File: config.mk
export PLATFORM = sky130hd
export DESIGN_NAME = fetch_unit
export DESIGN_NICKNAME = d
export VERILOG_FILES = /design/src/rtl/fetch_pkg.sv /design/src/rtl/fetch_hold_reg.sv /design/src/rtl/fetch_unit.sv
export SDC_FILE = /design/constraint.sdc
export NUM_CORES = 1
export LEC_CHECK = 0
export ABC_AREA = 1
export ABC_CLOCK_PERIOD_IN_PS = 2700
export CAP_MARGIN = 20
export CORE_MARGIN = 2
export CORE_UTILIZATION = 34
export CTS_CLUSTER_SIZE = 16
export DETAILED_ROUTE_END_ITERATION = 16
export PLACE_DENSITY = 0.56
export SETUP_SLACK_MARGIN = 0.5
export SYNTH_ARGS = -nofsm -noshare
export SYNTH_HDL_FRONTEND = slang
export SYNTH_HIERARCHICAL = 1
export SYNTH_SLANG_ARGS = --single-unit
File: constraint.sdc
create_clock -name clk -period 2.7 [get_ports clk]
set_input_delay 0.81 -clock clk [delete_from_list [all_inputs] [get_ports clk]]
set_output_delay 0.81 -clock clk [all_outputs]
set_load 0.005 [all_outputs]
File: src/rtl/fetch_pkg.sv
// Shared types and constants for the instruction fetch unit.
package fetch_pkg;

    localparam logic [31:0] NOP_INST   = 32'h00000013;
    localparam logic [3:0]  RMASK_WORD = 4'hF;
    localparam int          IQ_ENTRY_W = 66;

    typedef enum logic [1:0] {
        FETCH_REQ,
        FETCH_WAIT,
        HOLD,
        HALT
    } fetch_state_t;

    typedef struct packed {
        logic        fault;
        logic        valid;
        logic [31:0] pc;
        logic [31:0] inst;
    } iq_entry_t;

    function automatic iq_entry_t make_entry(
        input logic [31:0] pc,
        input logic [31:0] inst,
        input logic        fault
    );
        iq_entry_t e;
        e.fault = fault;
        e.valid = 1'b1;
        e.pc    = pc;
        e.inst  = inst;
        return e;
    endfunction

endpackage

File: src/rtl/fetch_hold_reg.sv
// One-entry skid buffer that parks a fetched entry while the queue is full.
module fetch_hold_reg
    import fetch_pkg::*;
(
    input  logic      clk,
    input  logic      rst,
    input  logic      load,
    input  logic      drop,
    input  iq_entry_t load_entry,
    output logic      valid,
    output iq_entry_t entry
);

    logic      valid_q, valid_d;
    iq_entry_t entry_q, entry_d;

    // A load wins over a drop so a parked entry can be replaced in one step.
    always_comb begin
        valid_d = valid_q;
        entry_d = entry_q;
        if (drop) begin
            valid_d = 1'b0;
        end
        if (load) begin
            valid_d = 1'b1;
            entry_d = load_entry;
        end
    end

    // Buffer storage, cleared by the asynchronous reset.
    always_ff @(posedge clk or negedge rst) begin
        if (!rst) begin
            valid_q <= 1'b0;
            entry_q <= '0;
        end else begin
            valid_q <= valid_d;
            entry_q <= entry_d;
        end
    end

    assign valid = valid_q;
    assign entry = entry_q;

endmodule

File: src/rtl/fetch_unit.sv
// Fetch unit: owns the PC, issues word fetches to the icache and pushes
// {fault, valid, pc, inst} entries into the instruction queue.
module fetch_unit
    import fetch_pkg::*;
#(
    parameter logic [31:0] RESET_PC = 32'h1eceb000,
    parameter int          IQ_WIDTH = 66
) (
    input  logic                clk,
    input  logic                rst,
    input  logic                branch_mispredict,
    input  logic [31:0]         redirect_pc,
    output logic [31:0]         imem_addr,
    output logic [3:0]          imem_rmask,
    input  logic [31:0]         imem_rdata,
    input  logic                imem_resp,
    input  logic                iq_full,
    output logic                iq_push,
    output logic [IQ_WIDTH-1:0] iq_entry
);

    fetch_state_t state_q, state_d;
    logic [31:0]  pc_q, pc_d;
    logic [31:0]  addr_q, addr_d;
    logic         kill_q, kill_d;
    logic         started_q, started_d;

    logic         hold_load;
    logic         hold_drop;
    iq_entry_t    hold_in;
    logic         hold_valid;
    iq_entry_t    hold_entry;
    iq_entry_t    entry_out;

    fetch_hold_reg u_hold (
        .clk        (clk),
        .rst        (rst),
        .load       (hold_load),
        .drop       (hold_drop),
        .load_entry (hold_in),
        .valid      (hold_valid),
        .entry      (hold_entry)
    );

    // Next-state and output logic; all outputs stay quiet until the first
    // clock after reset release so the first request lands one cycle later.
    always_comb begin
        state_d    = state_q;
        pc_d       = pc_q;
        addr_d     = addr_q;
        kill_d     = kill_q;
        started_d  = 1'b1;
        imem_addr  = '0;
        imem_rmask = '0;
        iq_push    = 1'b0;
        entry_out  = '0;
        hold_load  = 1'b0;
        hold_drop  = 1'b0;
        hold_in    = '0;

        if (started_q) begin
            case (state_q)
                FETCH_REQ: begin
                    if (branch_mispredict) begin
                        pc_d = redirect_pc;
                    end else if (pc_q[1:0] != 2'b00) begin
                        if (iq_full) begin
                            hold_load = 1'b1;
                            hold_in   = make_entry(pc_q, NOP_INST, 1'b1);
                            state_d   = HOLD;
                        end else begin
                            iq_push   = 1'b1;
                            entry_out = make_entry(pc_q, NOP_INST, 1'b1);
                            state_d   = HALT;
                        end
                    end else begin
                        imem_addr  = pc_q;
                        imem_rmask = RMASK_WORD;
                        addr_d     = pc_q;
                        state_d    = FETCH_WAIT;
                    end
                end

                FETCH_WAIT: begin
                    imem_addr  = addr_q;
                    imem_rmask = RMASK_WORD;
                    if (imem_resp) begin
                        kill_d  = 1'b0;
                        state_d = FETCH_REQ;
                        if (branch_mispredict) begin
                            pc_d = redirect_pc;
                        end else if (!kill_q) begin
                            if (iq_full) begin
                                hold_load = 1'b1;
                                hold_in   = make_entry(addr_q, imem_rdata, 1'b0);
                                state_d   = HOLD;
                            end else begin
                                iq_push   = 1'b1;
                                entry_out = make_entry(addr_q, imem_rdata, 1'b0);
                                pc_d      = addr_q + 32'd4;
                            end
                        end
                    end else if (branch_mispredict) begin
                        pc_d   = redirect_pc;
                        kill_d = 1'b1;
                    end
                end

                HOLD: begin
                    if (branch_mispredict) begin
                        hold_drop = 1'b1;
                        pc_d      = redirect_pc;
                        state_d   = FETCH_REQ;
                    end else begin
                        iq_push   = hold_valid;
                        entry_out = hold_entry;
                        if (!iq_full) begin
                            hold_drop = 1'b1;
                            if (hold_entry.fault) begin
                                state_d = HALT;
                            end else begin
                                pc_d    = pc_q + 32'd4;
                                state_d = FETCH_REQ;
                            end
                        end
                    end
                end

                HALT: begin
                    if (branch_mispredict) begin
                        pc_d    = redirect_pc;
                        state_d = FETCH_REQ;
                    end
                end

                default: begin
                    state_d = FETCH_REQ;
                end
            endcase
        end
    end

    // State, PC and request-address registers with asynchronous reset.
    always_ff @(posedge clk or negedge rst) begin
        if (!rst) begin
            state_q   <= FETCH_REQ;
            pc_q      <= RESET_PC;
            addr_q    <= '0;
            kill_q    <= 1'b0;
            started_q <= 1'b0;
        end else begin
            state_q   <= state_d;
            pc_q      <= pc_d;
            addr_q    <= addr_d;
            kill_q    <= kill_d;
            started_q <= started_d;
        end
    end

    assign iq_entry = entry_out;

endmodule
Word-level counts from Yosys, hierarchy flattened
Index checks and enable logic that the tools add are counted.
{"block": "totals", "out_inout_bits": 103, "regBits": 135, "inputBits": 69, "word_cells": 105}
{"block": "classes", "n_eq_ne": 10, "mux": 72, "bitwise": 2, "reduce_logical": 9, "addsub": 2}
{"cell": "two-way mux 66 bit", "n": 9}
{"cell": "two-way mux 65 bit", "n": 8}
{"cell": "two-way mux 32 bit", "n": 11}
{"cell": "case mux 66 bit (3 select lines)", "n": 1}
{"cell": "case mux 66 bit (2 select lines)", "n": 1}
{"cell": "case mux 32 bit (3 select lines)", "n": 1}
{"cell": "adder 32 x 3 -> 32 bit, second input constant", "n": 2}
{"cell": "case mux 32 bit (2 select lines)", "n": 1}
{"cell": "two-way mux 1 bit", "n": 23}
{"cell": "two-way mux 2 bit", "n": 10}
{"cell": "two-way mux 4 bit", "n": 3}
{"cell": "AND reduction 5 bit", "n": 2}
{"cell": "inequality test 4 bit, second input constant", "n": 2}
{"cell": "case mux 2 bit (4 select lines)", "n": 1}
{"cell": "case mux 4 bit (2 select lines)", "n": 1}
{"cell": "inequality test 2 bit, second input constant", "n": 3}
{"cell": "inequality test 3 bit, second input constant", "n": 2}
{"cell": "nonzero test 2 bit", "n": 3}
{"cell": "== test 2 bit, second input constant", "n": 2}
{"cell": "AND reduction 4 bit", "n": 1}
{"cell": "case mux 1 bit (3 select lines)", "n": 1}
{"cell": "AND reduction 3 bit", "n": 1}
{"cell": "== test 2 x 1 -> 1 bit, second input constant", "n": 1}
{"cell": "zero test 2 bit", "n": 1}
{"cell": "other kinds (3)", "n": 4}

Logic depth before layout (Yosys ltp)
Gate-level depths: netlist of the first run.
{"block": "logic_depth", "ltp_word": 7, "mapped_depth": 15, "ltp_nobuf": 14}

Modules after synthesis
The synthesis of the first run kept the hierarchy.
{"mod": "fetch_unit", "n_inst": 1, "seq_area_each_um2": 1716.6, "cells_each": 1541, "area_each_um2": 8439.3}
{"mod": "fetch_hold_reg", "n_inst": 1, "seq_area_each_um2": 1676.6, "cells_each": 283, "area_each_um2": 2516.2}

Least setup slack after synthesis of the first run
OpenSTA, ideal clock, no wires.
{"block": "synth_timing", "kind": "input to output", "from": "in branch_mispredict", "to": "out iq_entry[33]", "stages": 6, "arrival_ns": 1.908, "path_slack_ns": -0.018, "t_required_ns": 1.890, "n_path_buf": 3, "cell_sequence": "buf_6 nor2_1 buf_2 clkbuf_1 a22oi_1 a21oi_1"}
{"block": "synth_via", "elab_chain_len": 4, "elab_cells_between_ends": 6, "classes_between": "mux (6)"}
{"item": "start: declaration", "line_no": "fetch_unit.sv:11", "rtl": "input logic branch_mispredict,"}
{"item": "two-way mux 65 bit", "line_no": "fetch_unit.sv:90", "rtl": "if (branch_mispredict) begin"}
{"item": "two-way mux 65 bit", "line_no": "fetch_unit.sv:87", "rtl": "if (imem_resp) begin"}
{"item": "case mux 66 bit (3 select lines) (*)", "line_no": "fetch_unit.sv:62", "rtl": "case (state_q)"}
{"item": "two-way mux 66 bit (*)", "line_no": "fetch_unit.sv:61", "rtl": "if (started_q) begin"}
{"item": "end: declaration", "line_no": "fetch_unit.sv:19", "rtl": "output logic [IQ_WIDTH-1:0] iq_entry"}
Mark *: on every way between the ends. The rest lies on a longest branch, timed or not.

Worst setup path in the final report of the first run
{"block": "layout_timing", "from": "reg state_q[0]", "to": "out iq_entry[61]"}
{"block": "layout_via", "elab_chain_len": 3, "elab_cells_between_ends": 5, "classes_between": "eq/ne (2); mux (2); reduce/logical (1)"}
{"item": "start: declaration", "line_no": "fetch_unit.sv:22", "rtl": "fetch_state_t state_q, state_d;"}
{"item": "start signal: assignment", "line_no": "fetch_unit.sv:152", "rtl": "state_q <= state_d;"}
{"item": "== test 2 bit, or another cell as far along", "line_no": "fetch_unit.sv:62"}
{"item": "case mux 66 bit (3 select lines) (*)", "line_no": "fetch_unit.sv:62"}
{"item": "two-way mux 66 bit (*)", "line_no": "fetch_unit.sv:61"}
Marked as above.

==> results of run 1 <==
[cell usage after synthesis (8+ instances only)]
| library cell | count | area, um2 |
|---|---|---|
| a21oi_1 | 142 | 711 |
| a221oi_1 | 14 | 123 |
| a22oi_1 | 11 | 82.6 |
| buf_1 | 10 | 37.5 |
| buf_2 | 54 | 270 |
| buf_4 | 12 | 90.1 |
| clkbuf_1 | 40 | 150 |
| dfrtp_1 | 123 | 3080 |
| dfstp_2 | 12 | 315 |
| inv_1 | 137 | 514 |
| inv_2 | 9 | 33.8 |
| nand2_1 | 738 | 2770 |
| nand2_2 | 8 | 50.1 |
| nand3_1 | 123 | 616 |
| nand4_1 | 9 | 56.3 |
| nor2_1 | 151 | 567 |
| nor2_2 | 14 | 87.6 |
| nor2_4 | 8 | 90.1 |
| nor3_1 | 10 | 50.1 |
| o211ai_1 | 18 | 135 |
| o21ai_0 | 112 | 561 |
| o221ai_1 | 8 | 70.1 |
[area by class of cell]
| type | count | area share |
|---|---|---|
| clock buffers | 17 | 0.0239 |
| clock inverters | 15 | 0.0108 |
| inverters | 147 | 0.0327 |
| multi-input cells | 1419 | 0.428 |
| flip-flops and latches | 135 | 0.191 |
| well taps | 402 | 0.0283 |
| repair buffers | 504 | 0.285 |
[through the flow]
step	setup TNS [ns]	util	total power (W)
after floorplan	0	-	0.00646
after global placement	-82.25	0.461	0.00924
after detailed placement	-83.27	0.461	0.00928
after CTS	-30.87	0.537	0.0135
after global routing	-57.32	0.563	0.0152
final	-48.12	0.563	0.0146
[worst register-to-register path, cell delays in order, from the launching register on]
cell and delay, ns:
dfrtp_1 0.40, inv_2 0.13, buf_6 0.13, ha_4 0.18, buf_6 0.12, buf_6 0.10
buf_6 0.10, buf_8 0.12, buf_12 0.16, inv_8 0.06, nor2_4 0.08, nand2_2 0.08
nor2_4 0.14, inv_2 0.07, a21oi_4 0.27, inv_4 0.13, buf_12 0.19, nand2_1 0.07
nand2_1 0.07
[cell families (layout without fill, tap and decap cells)]
kind of cell | Yosys count | in the layout | synth area share
flip-flops | 135 | 135 | 0.310
XOR/XNOR | 5 | 5 | 0.00400
AND/OR/NAND/NOR | 1072 | 1072 | 0.400
other | 1 | 1 | 0.000342
adder cells (fa/ha/maj) | 7 | 7 | 0.00799
buffers and inverters | 270 | 683 | 0.105
AO/OA/AOI/OAI | 334 | 334 | 0.173
[power breakdown]
group	total, W	switching (W)	internal [W]
clock network	0.00258	0.00111	0.00148
registers	0.00348	0.000916	0.00257
logic	0.00852	0.00494	0.00358
total	0.0146	0.00696	0.00762
[worst paths after layout]
path,end,startpoint,slack (ns)
hold / removal,addr_q[9],rst,0.32
hold reg to reg,u_hold/entry[14],u_hold/entry[14],0.47
min in group clk,u_hold/entry[14],u_hold/entry[14],0.47
setup / recovery,iq_entry[61],state_q[0],-0.59
max in group asynchronous,pc_q[17],rst,1.61
setup reg to reg,u_hold/entry[3],state_q[1],-0.01
[state kept, by name (all words and copies together) (netlist names)]
signal	flops
state_q	2
started_q	1
kill_q	1
addr_q	32
pc_q	32
u_hold/valid	1
u_hold/entry	66
[routing by layer]
metal | GRT usage | vias up | part of all wire
met3 | 0.0557 | 185 | 0.092
li1 | - | 6663 | -
met5 | 0 | - | 0.00018
met2 | 0.497 | 788 | 0.45
met4 | 0.118 | 2 | 0.044
met1 | 0.421 | 6806 | 0.41
[what timing repair did]
item                       in CTS  in global routing
gates cloned                   12                  4
setup buffers                 102                 33
hold buffers                    0                  0
pin swaps                      65                 71
setup endpoints to repair     204                235
resized for setup             685                116
==> summary.txt, run 1 <==
Placement
  – Pre-CTS setup slack: -0.959 ns
  – DP HPWL: 34900 um
  – Port Buffers: 171
  – Dpl cell area: 0.0146 mm2
  – Dpl cells: roughly 2500
  – Placer Congestion: 0.972

Route
  – WL final: 55200 um
  – Routed Antenna Nets: 0
  – DRT Pass-1 Iters: 6
  – Via density: 5.47
  – DR DRC count: 0
  – Iter 0 DRT Violations: 1383
  – DR WL/cell: 20.9 um
  – Via count: about 14000

Critical path
  – Critical path capture point type: output pin
  – Most used cell along the critical path: buf_6
  – Worst EP arrival: approximately 2.5 ns
  – Max Fanout on Critical Path: 3
  – CP Data Required Time: ~1.9 ns
  – Reg2Reg Depth: 18
  – Startpoint types: flop
  – Max stage delay cell, worst path: dfrtp_1
  – CP peak stage delay: between 0.4 and 0.5 ns
  – Kind of critical path: flop to output pin
  – WP depth: 16
  – CP cell instances: inv_2, ha_4, inv_4, nor3_4, buf_4, buf_6, buf_8, buf_6, buf_6, buf_6, buf_6, a22oi_2, o21ai_1, nand2_1, inv_1, buf_2
  – Buf+Inv Stages, Crit Path: 11
  – Delay-heaviest family, CP: buffers and inverters

Die
  – Chip Height: around 180 um
  – Die area: 0.0337 mm2
  – Starting Density: 0.346
  – I/O pin count: 172
  – DIE WIDTH: ~180 um
  – Core Area: 0.0316 mm2
  – # rows: 65

Power and ir drop
  – Lkg Pwr: around 8.6 nW
  – IR drop worst, VDD: a little under 0.0006 V
  – Power per Cell Area: 820 mW/mm2

Clocking
  – Worst-path clk slew: 0.07 ns
  – Clock latency on the worst-skew pair: around 0.45 ns
  – CTS tree: yes
  – Clock Tree Root: clkbuf_16
  – H-tree depth: 4
  – CTS Buf Count: 17
  – Clock buffer depth: 2
  – CTS Sinks: ~140

Logic synthesis
  – Avg Cell Area, Syn: between 6 and 7 um2
  – Post-synth EDFFs: 0
  – Yosys warnings: 6
  – Mapped cell area: between 0.01 and 0.015 mm2
  – Synthesized Nets: 1900
  – Main synth FF type: dfrtp_1
  – Netlist cell types: between 40 and 50
  – Seq/Total Area, Yosys: 0.310
  – Mapped Cells: 1824
  – Ys async rst share: 1.00
  – FF+latch count, synth: 135

Timing
  – RSZ-0062 raised after global routing: yes
  – Setup WS post-layout: -0.595 ns
  – Fin. max-slew vios: 0
  – Setup violators final: 114
  – Least-Margin Pin Slew: 0.656 ns
  – WHS: roughly 0.32 ns
  – FMAX: 304 MHz
  – Clock period minus worst slack: 3.29 ns
  – Clk_skew: about 0.023 ns
  – Number of hold violations in the final report: 0
  – Period utilisation layout: 1.22
  – Max-slew headroom: 0.563

Cells and area
  – ANT cells: 0
  – Area of the multi-input gates: 0.00762 mm2
  – Layout Nets: 2300
  – Register area: 0.00340 mm2
  – Non-Filler Instances: 2639
  – Most frequent cells in the layout: nand2_1, buf_4, nor2_1, inv_1, nand3_1
  – Fillcell total: 2918
  – Area Overhead vs Synth: 62.4%
  – Share of layout cells above drive strength 1: 0.338
  – Final instance area: 0.0178 mm2
  – Most common cell after layout, fill and taps aside: nand2_1

Job
  – Max Cap Viol: 0

Worst hold path
  – Min-delay worst type: primary input to asynchronous set/reset pin

GRT
  – Overall Global Routing Usage: 0.312
  – Initial antenna violation count: 1
  – First-pass GRT wire length: 80200 um
  – Largest net degree at the start of global routing: 63
  – Grt ovf: 0
  – Number of global-route vias before repair: 13400

Outcome
  – Failing checks: negative setup slack
  – Status: finished, violations left
Power figures use the tool's default switching activity.
==> run 2: changes to the inputs <==
CAP_MARGIN = not set   (was 20)
CORE_MARGIN = 5   (was 2)
==> run 2 against run 1 <==
Compared with the run above:
- final cell count increased by 0.19%
- routed wire length increased by 5.8%
- the flow still finishes with violations (negative setup slack)
- maximum frequency increased by 6.2%
- largest power group unchanged
==> summary.txt, run 2 (synthesis results as in run 1) <==
Outcome
  – Status: finished, violations left
  – Failing checks: negative setup slack

Critical path
  – Worst EP arrival: 2.29 ns (-0.19 ns)
  – Worst R2R End: u_hold/entry[37]
  – Most used cell along the critical path: buf_6
  – Kind of critical path: flop to output pin
  – Crit path to: iq_entry[44]
  – Startpoint types: flop
  – Setup slack, reg-to-reg: -0.15 ns (-0.14 ns)
  – Critical path capture point type: output pin
  – CP cell instances: buf_6, ha_4, nand2_8, nor2_4, nand2_4, clkinv_8, buf_6, buf_6, buf_12, nand2_2, o211ai_1, nand2_1, inv_1, buf_2
  – CP peak stage delay: 0.44 ns (about the same)
  – Worst setup path start: state_q[0]
  – CP Data Required Time: 1.89 ns (about the same)
  – Reg2Reg Depth: 21 (+3)
  – Max Fanout on Critical Path: 7 (+4)
  – Max stage delay cell, worst path: dfrtp_1
  – R2R Path Start: state_q[0]

GRT
  – Grt ovf: 0 (unchanged)
  – Initial antenna violation count: 0 (-1)
  – First-pass GRT wire length: 80900 um (+0.92%)
  – Overall Global Routing Usage: 0.289 (-0.0232)
  – Largest net degree at the start of global routing: 63 (unchanged)
  – Number of global-route vias before repair: 13400 (-0.11%)

Cells and area
  – Most common cell after layout, fill and taps aside: nand2_1
  – Fillcell total: 2849 (-2.4%)
  – Area of the multi-input gates: 0.00794 mm2 (+4.1%)
  – Share of layout cells above drive strength 1: 0.374 (+0.0363)
  – Non-Filler Instances: 2644 (+0.19%)
  – ANT cells: 0 (unchanged)
  – Layout Nets: 2305 (+0.22%)
  – Max FFs per register: 66 (unchanged)
  – Register area: 0.00340 mm2 (about the same)
  – Most frequent cells in the layout: nand2_1, buf_4, nor2_1, inv_1, nand3_1
  – Final core utilization: 0.582 (+0.0195)
  – Area Overhead vs Synth: 68.5%

Die
  – Core Area: 0.0317 mm2 (+0.26%)
  – Die area: 0.0359 mm2 (+6.6%)
  – I/O pin count: 172 (unchanged)
  – Chip Height: 190 um (+3.3%)
  – DIE WIDTH: 190 um (+3.3%)
  – # rows: 65 (unchanged)
  – Starting Density: 0.345 (-0.000888)

Route
  – Routed Antenna Nets: 0 (unchanged)
  – Iter 0 DRT Violations: 1829 (+32%)
  – DR DRC count: 0 (unchanged)
  – DR WL/cell: 22.1 um (+5.6%)
  – Via density: 5.57 (+1.8%)
  – DRT Pass-1 Iters: 7 (+1)
  – Via count: 14700 (+2.0%)
  – WL final: 58400 um (+5.8%)

Placement
  – Placer Congestion: 0.986 (+1.4%)
  – Pre-CTS setup slack: -0.880 ns (+0.0784 ns)
  – DP HPWL: 36000 um (+3.2%)
  – Port Buffers: 171 (unchanged)
  – Dpl cells: 2469 (+0.53%)

Clocking
  – Clock Tree Root: clkbuf_16
  – Worst-path clk slew: 0.07 ns (about the same)
  – CTS Buf Count: 17 (unchanged)
  – Clock buffer depth: 2 (unchanged)
  – Hold_buf cts: 0 (unchanged)
  – Clock latency on the worst-skew pair: 0.43 ns (-0.02 ns)
  – CTS tree: yes
  – CTS Sinks: 135 (unchanged)
  – H-tree depth: 4 (unchanged)

Power and ir drop
  – Combinational Power Share: 0.586 (+0.002)
  – Clock share of power: 0.181 (+0.004)
  – Power per Cell Area: 809 mW/mm2 (-1.4%)
  – IR drop worst, VDD: 0.000619 V (+7.4%)
  – Internal power: 0.00786 W (+3.1%)
  – Share of power burned in registers: 0.233 (-0.006)
  – Lkg Pwr: 8.82 nW (+2.8%)
  – Switching Fraction: 0.473 (-0.00422)
  – Net switching power: 0.00706 W (+1.4%)

Timing
  – Number of hold violations in the final report: 0 (unchanged)
  – RSZ-0062 raised after global routing: yes
  – Setup violators final: 163 (+43%)
  – Least-Margin Pin Slew: 0.538 ns (-0.118 ns)
  – Period utilisation layout: 1.15 (-0.0712)
  – Max-slew headroom: 0.641 (+0.0787)
  – Clk_skew: 0.0152 ns (-0.00754 ns)
  – Sum Neg Setup Slack: -39.03 ns (+9.09 ns)
  – Fin. max-slew vios: 0 (unchanged)
  – Setup WS post-layout: -0.403 ns (+0.192 ns)
  – Clock period minus worst slack: 3.10 ns (-0.192 ns)
  – FMAX: 322 MHz (+6.2%)

Job
  – Max Cap Viol: 0 (unchanged)

Worst hold path
  – Min-delay worst type: primary input to asynchronous set/reset pin
==> run 2: critical path: cells and delay by family, from the launching register on <==
kind,cells,cell delay [ns]
flops,1,0.44
compound gates,1,0.08
buf+inv,7,0.79
simple gates,5,0.36
fa+ha+maj,1,0.18
==> run 2: layout make-up <==
| class | instances | share of cell area |
|---|---|---|
| Clock buffer | 18 | 0.0238 |
| Timing Repair Buffer | 509 | 0.292 |
| Inverter | 147 | 0.0319 |
| Tap cell | 402 | 0.0272 |
| Multi-Input combinational cell | 1419 | 0.430 |
| Clock inverter | 14 | 0.0115 |
| Sequential cell | 135 | 0.184 |
==> run 2: power by group through the flow <==
| stage | sequential, W | combinational (W) | clock [W] |
|---|---|---|---|
| after CTS | 0.00336 | 0.00733 | 0.00270 |
| final | 0.00347 | 0.00875 | 0.00270 |
| after global routing | 0.00351 | 0.00916 | 0.00280 |
| after global placement | 0.00334 | 0.00606 | 0 |
| after floorplan | 0.00301 | 0.00346 | 0 |
| after detailed placement | 0.00335 | 0.00611 | 0 |
==> run 2: what timing repair did <==
item	CTS	global route
buffers inserted	64	46
endpoints found under the hold margin	0	0
resized for setup	590	304
gates cloned	18	15
setup endpoints to repair	201	236
pin swaps	73	91
==> run 2: worst min path at each step <==
stage                           from               end  slack (ns)  depth (start not counted)
floorplan               u_hold/valid      u_hold/valid        0.44                          2
global placement    u_hold/entry[50]  u_hold/entry[50]        0.45                          2
detailed placement   u_hold/entry[6]   u_hold/entry[6]        0.46                          2
CTS                              rst  u_hold/entry[38]        0.34                          1
global route                     rst  u_hold/entry[38]        0.36                          1
finish                           rst  u_hold/entry[38]        0.34                          1
==> run 2: per-layer routing <==
metal / up-vias / global-route usage / part of all wire
li1: 6680 / - / -
met1: 7015 / 0.395 / 0.40
met2: 859 / 0.470 / 0.46
met3: 184 / 0.0472 / 0.095
met4: 0 / 0.0893 / 0.042
met5: - / 0 / 0
==> run 2: through the flow <==
step	total power [W]	area, um2	hold WS [ns]
floorplan	0.00646	11500	0.441
global placement	0.00940	14800	0.454
detailed placement	0.00946	14800	0.459
CTS	0.0134	16800	0.341
global route	0.0155	18500	0.362
finish	0.0149	18500	0.340
==> run 3: changes to the inputs <==
ABC_CLOCK_PERIOD_IN_PS = 3620   (was 2700)
CAP_MARGIN = 20   (was not set)
PLACE_DENSITY = 0.54   (was 0.56)
clock period = 3.62 ns   (was 2.7 ns; I/O delays follow)
==> run 3 against run 2 <==
Compared with the run above:
- the run now ends clean
- clock-buffer cell count rose by 2
- utilization shrank 8.1 points
- non-clock buffer count shrank 146
- sequential cell count unchanged
- critical path depth fell by 4
- sequential share of layout area is 2.9 points higher
- global-route usage shrank 1.6 points
==> summary.txt, run 3 (synthesis results as in run 1) <==
Outcome
  – Status: completed

Critical path
  – Delay-heaviest family, CP: simple AND/OR/NAND/NOR gates
  – Max Fanout on Critical Path: 7 (unchanged)
  – CP peak stage delay: 0.26 ns (-0.18 ns)
  – Buf+Inv Stages, Crit Path: 5 (-2)
  – Startpoint types: primary input
  – CP cell instances: buf_6, buf_6, nor3_4, nand2_4, buf_16, buf_12, nor2_4, a221oi_2, nor2_1, buf_2
  – CP Data Required Time: 2.53 ns (+0.64 ns)
  – Most used cell along the critical path: buf_6
  – Max stage delay cell, worst path: nor3_4
  – Kind of critical path: primary input to output pin
  – Worst EP arrival: 2.47 ns (+0.18 ns)
  – Critical path capture point type: output pin

Worst hold path
  – Min-delay worst type: flop to flop

Power and ir drop
  – Internal power: 0.00494 W (-37%)
  – IR drop worst, VDD: 0.000346 V (-44%)
  – Combinational Power Share: 0.531 (-0.055)
  – Net switching power: 0.00459 W (-35%)
  – Switching Fraction: 0.482 (+0.00894)
  – Lkg Pwr: 7.63 nW (-13%)
  – Power per Cell Area: 600 mW/mm2 (-26%)
  – Share of power burned in registers: 0.283 (+0.050)
  – Clock share of power: 0.186 (+0.005)

Job
  – Max Cap Viol: 0 (unchanged)

Placement
  – Placer Congestion: 0.931 (-5.6%)
  – Port Buffers: 171 (unchanged)
  – DP HPWL: 33500 um (-6.9%)
  – Dpl cell area: 0.0134 mm2 (-9.3%)

Timing
  – Setup violators final: 0 (-100%)
  – Max-slew headroom: 0.549 (-0.0924)
  – Clk_skew: 0.0159 ns (+0.000756 ns)
  – FMAX: around 280 MHz
  – RSZ-0062 raised after global routing: yes
  – Fin. max-slew vios: 0 (unchanged)
  – Least-Margin Pin Slew: 0.677 ns (+0.139 ns)
  – Clock period minus worst slack: 3.56 ns
  – WHS: 0.471 ns (+0.131 ns)
  – Period utilisation layout: 0.983
  – Number of hold violations in the final report: 0 (unchanged)

Cells and area
  – Max FFs per register: 66 (unchanged)
  – ANT cells: 0 (unchanged)
  – Fillcell total: 3232 (+13%)
  – Final core utilization: 0.501 (-0.0811)
  – Share of layout cells above drive strength 1: 0.268 (-0.106)
  – Area Overhead vs Synth: 45.0%
  – Most frequent cells in the layout: nand2_1, nor2_1, inv_1, dfrtp_1, nand3_1
  – Most common cell after layout, fill and taps aside: nand2_1
  – Layout Nets: 2159 (-6.3%)
  – Final instance area: 0.0159 mm2 (-14%)

Clocking
  – Worst-path clk slew: 0.06 ns (about the same)
  – Clock Tree Root: clkbuf_16
  – CTS Sinks: 135 (unchanged)
  – H-tree depth: 4 (unchanged)
  – CTS Buf Count: 17 (unchanged)
  – Clock buffer depth: 2 (unchanged)
  – Hold_buf cts: 0 (unchanged)
  – CTS tree: yes
  – Clock latency on the worst-skew pair: 0.44 ns (about the same)

Die
  – DIE WIDTH: 190 um (unchanged)
  – Die area: 0.0359 mm2 (unchanged)
  – I/O pin count: 172 (unchanged)
  – Chip Height: 190 um (unchanged)
  – # rows: 65 (unchanged)
  – Core Area: 0.0317 mm2 (unchanged)
  – Starting Density: 0.345 (unchanged)

GRT
  – First-pass GRT wire length: 76500 um (-5.4%)
  – Initial antenna violation count: 1 (+1)
  – Largest net degree at the start of global routing: 64 (+1.6%)
  – Number of global-route vias before repair: 12800 (-4.7%)
  – Grt ovf: 0 (unchanged)
  – Overall Global Routing Usage: 0.273 (-0.0159)

Route
  – Iter 0 DRT Violations: 1301 (-29%)
  – WL final: 50700 um (-13%)
  – Routed Antenna Nets: 0 (unchanged)
  – DR DRC count: 0 (unchanged)
  – Via count: 13500 (-8.3%)
  – Via density: 5.41 (-2.9%)
  – DRT Pass-1 Iters: 6 (-1)
  – DR WL/cell: 20.3 um (-8.0%)
run 3: stage by stage:
stage | TNS (ns) | setup slack [ns] | power (W) | std cells
6_report | 0 | 0.0618 | 0.00953 | 2498
5_1_grt | 0 | 0.0208 | 0.0100 | 2498
4_1_cts | 0 | 0.134 | 0.00891 | 2456
3_5_place_dp | -37.31 | -0.650 | 0.00643 | 2358
3_3_place_gp | -36.19 | -0.655 | 0.00641 | 2358
2_1_floorplan | 0 | 0.464 | 0.00466 | 1824
run 3: worst paths after layout:
path | start | endpoint | slack, ns | cells past startpoint
worst max-delay path | iq_full | iq_entry[54] | 0.06 | 10
worst min-delay path | u_hold/entry[60] | u_hold/entry[60] | 0.47 | 2
worst max register to register | state_q[0] | u_hold/entry[54] | 0.78 | 14
worst min register to register | u_hold/entry[60] | u_hold/entry[60] | 0.47 | 2
max in group asynchronous | rst | pc_q[18] | 2.10 | 2
min in group asynchronous | rst | pc_q[29] | 0.66 | 1
run 3: repair_timing:
action,in CTS,in global routing
buffers inserted,54,41
setup endpoints to repair,103,102
gates cloned,12,1
resized for setup,473,231
pin swaps,42,73
run 3: worst register-to-register path, cell delays in order, from the launching register on:
cell	delay [ns]
dfrtp_1	0.42
buf_6	0.14
ha_4	0.18
buf_4	0.14
bufbuf_16	0.30
inv_2	0.30
nor2_1	0.08
nand2_1	0.14
nor2_4	0.06
inv_1	0.12
a21oi_4	0.09
inv_2	0.27
buf_12	0.31
nand2_1	0.16
nand2_1	0.08
run 3: layout make-up:
type                            instances  area, um2  share of cell area
Multi-Input combinational cell       1419       7370               0.464
Timing Repair Buffer                  363       3470               0.218
Sequential cell                       135       3390               0.214
Inverter                              147        569              0.0358
Tap cell                              402        503              0.0317
Clock buffer                           20        467              0.0294
Clock inverter                         12        116             0.00732
run 3: power groups by stage:
stage / logic [W] / clock network [W] / registers [W]
global placement: 0.00376 / 0 / 0.00264
floorplan: 0.00242 / 0 / 0.00224
detailed placement: 0.00379 / 0 / 0.00264
global route: 0.00545 / 0.00186 / 0.00273
finish: 0.00506 / 0.00177 / 0.00270
CTS: 0.00449 / 0.00179 / 0.00263
run 3: metal layers:
| layer | wire, um | vias up | GRT usage |
|---|---|---|---|
| li1 | - | 6384 | - |
| met1 | 21500 | 6497 | 0.363 |
| met2 | 24100 | 536 | 0.447 |
| met3 | 3360 | 102 | 0.0439 |
| met4 | 1770 | 2 | 0.105 |
| met5 | 13 | - | 0 |
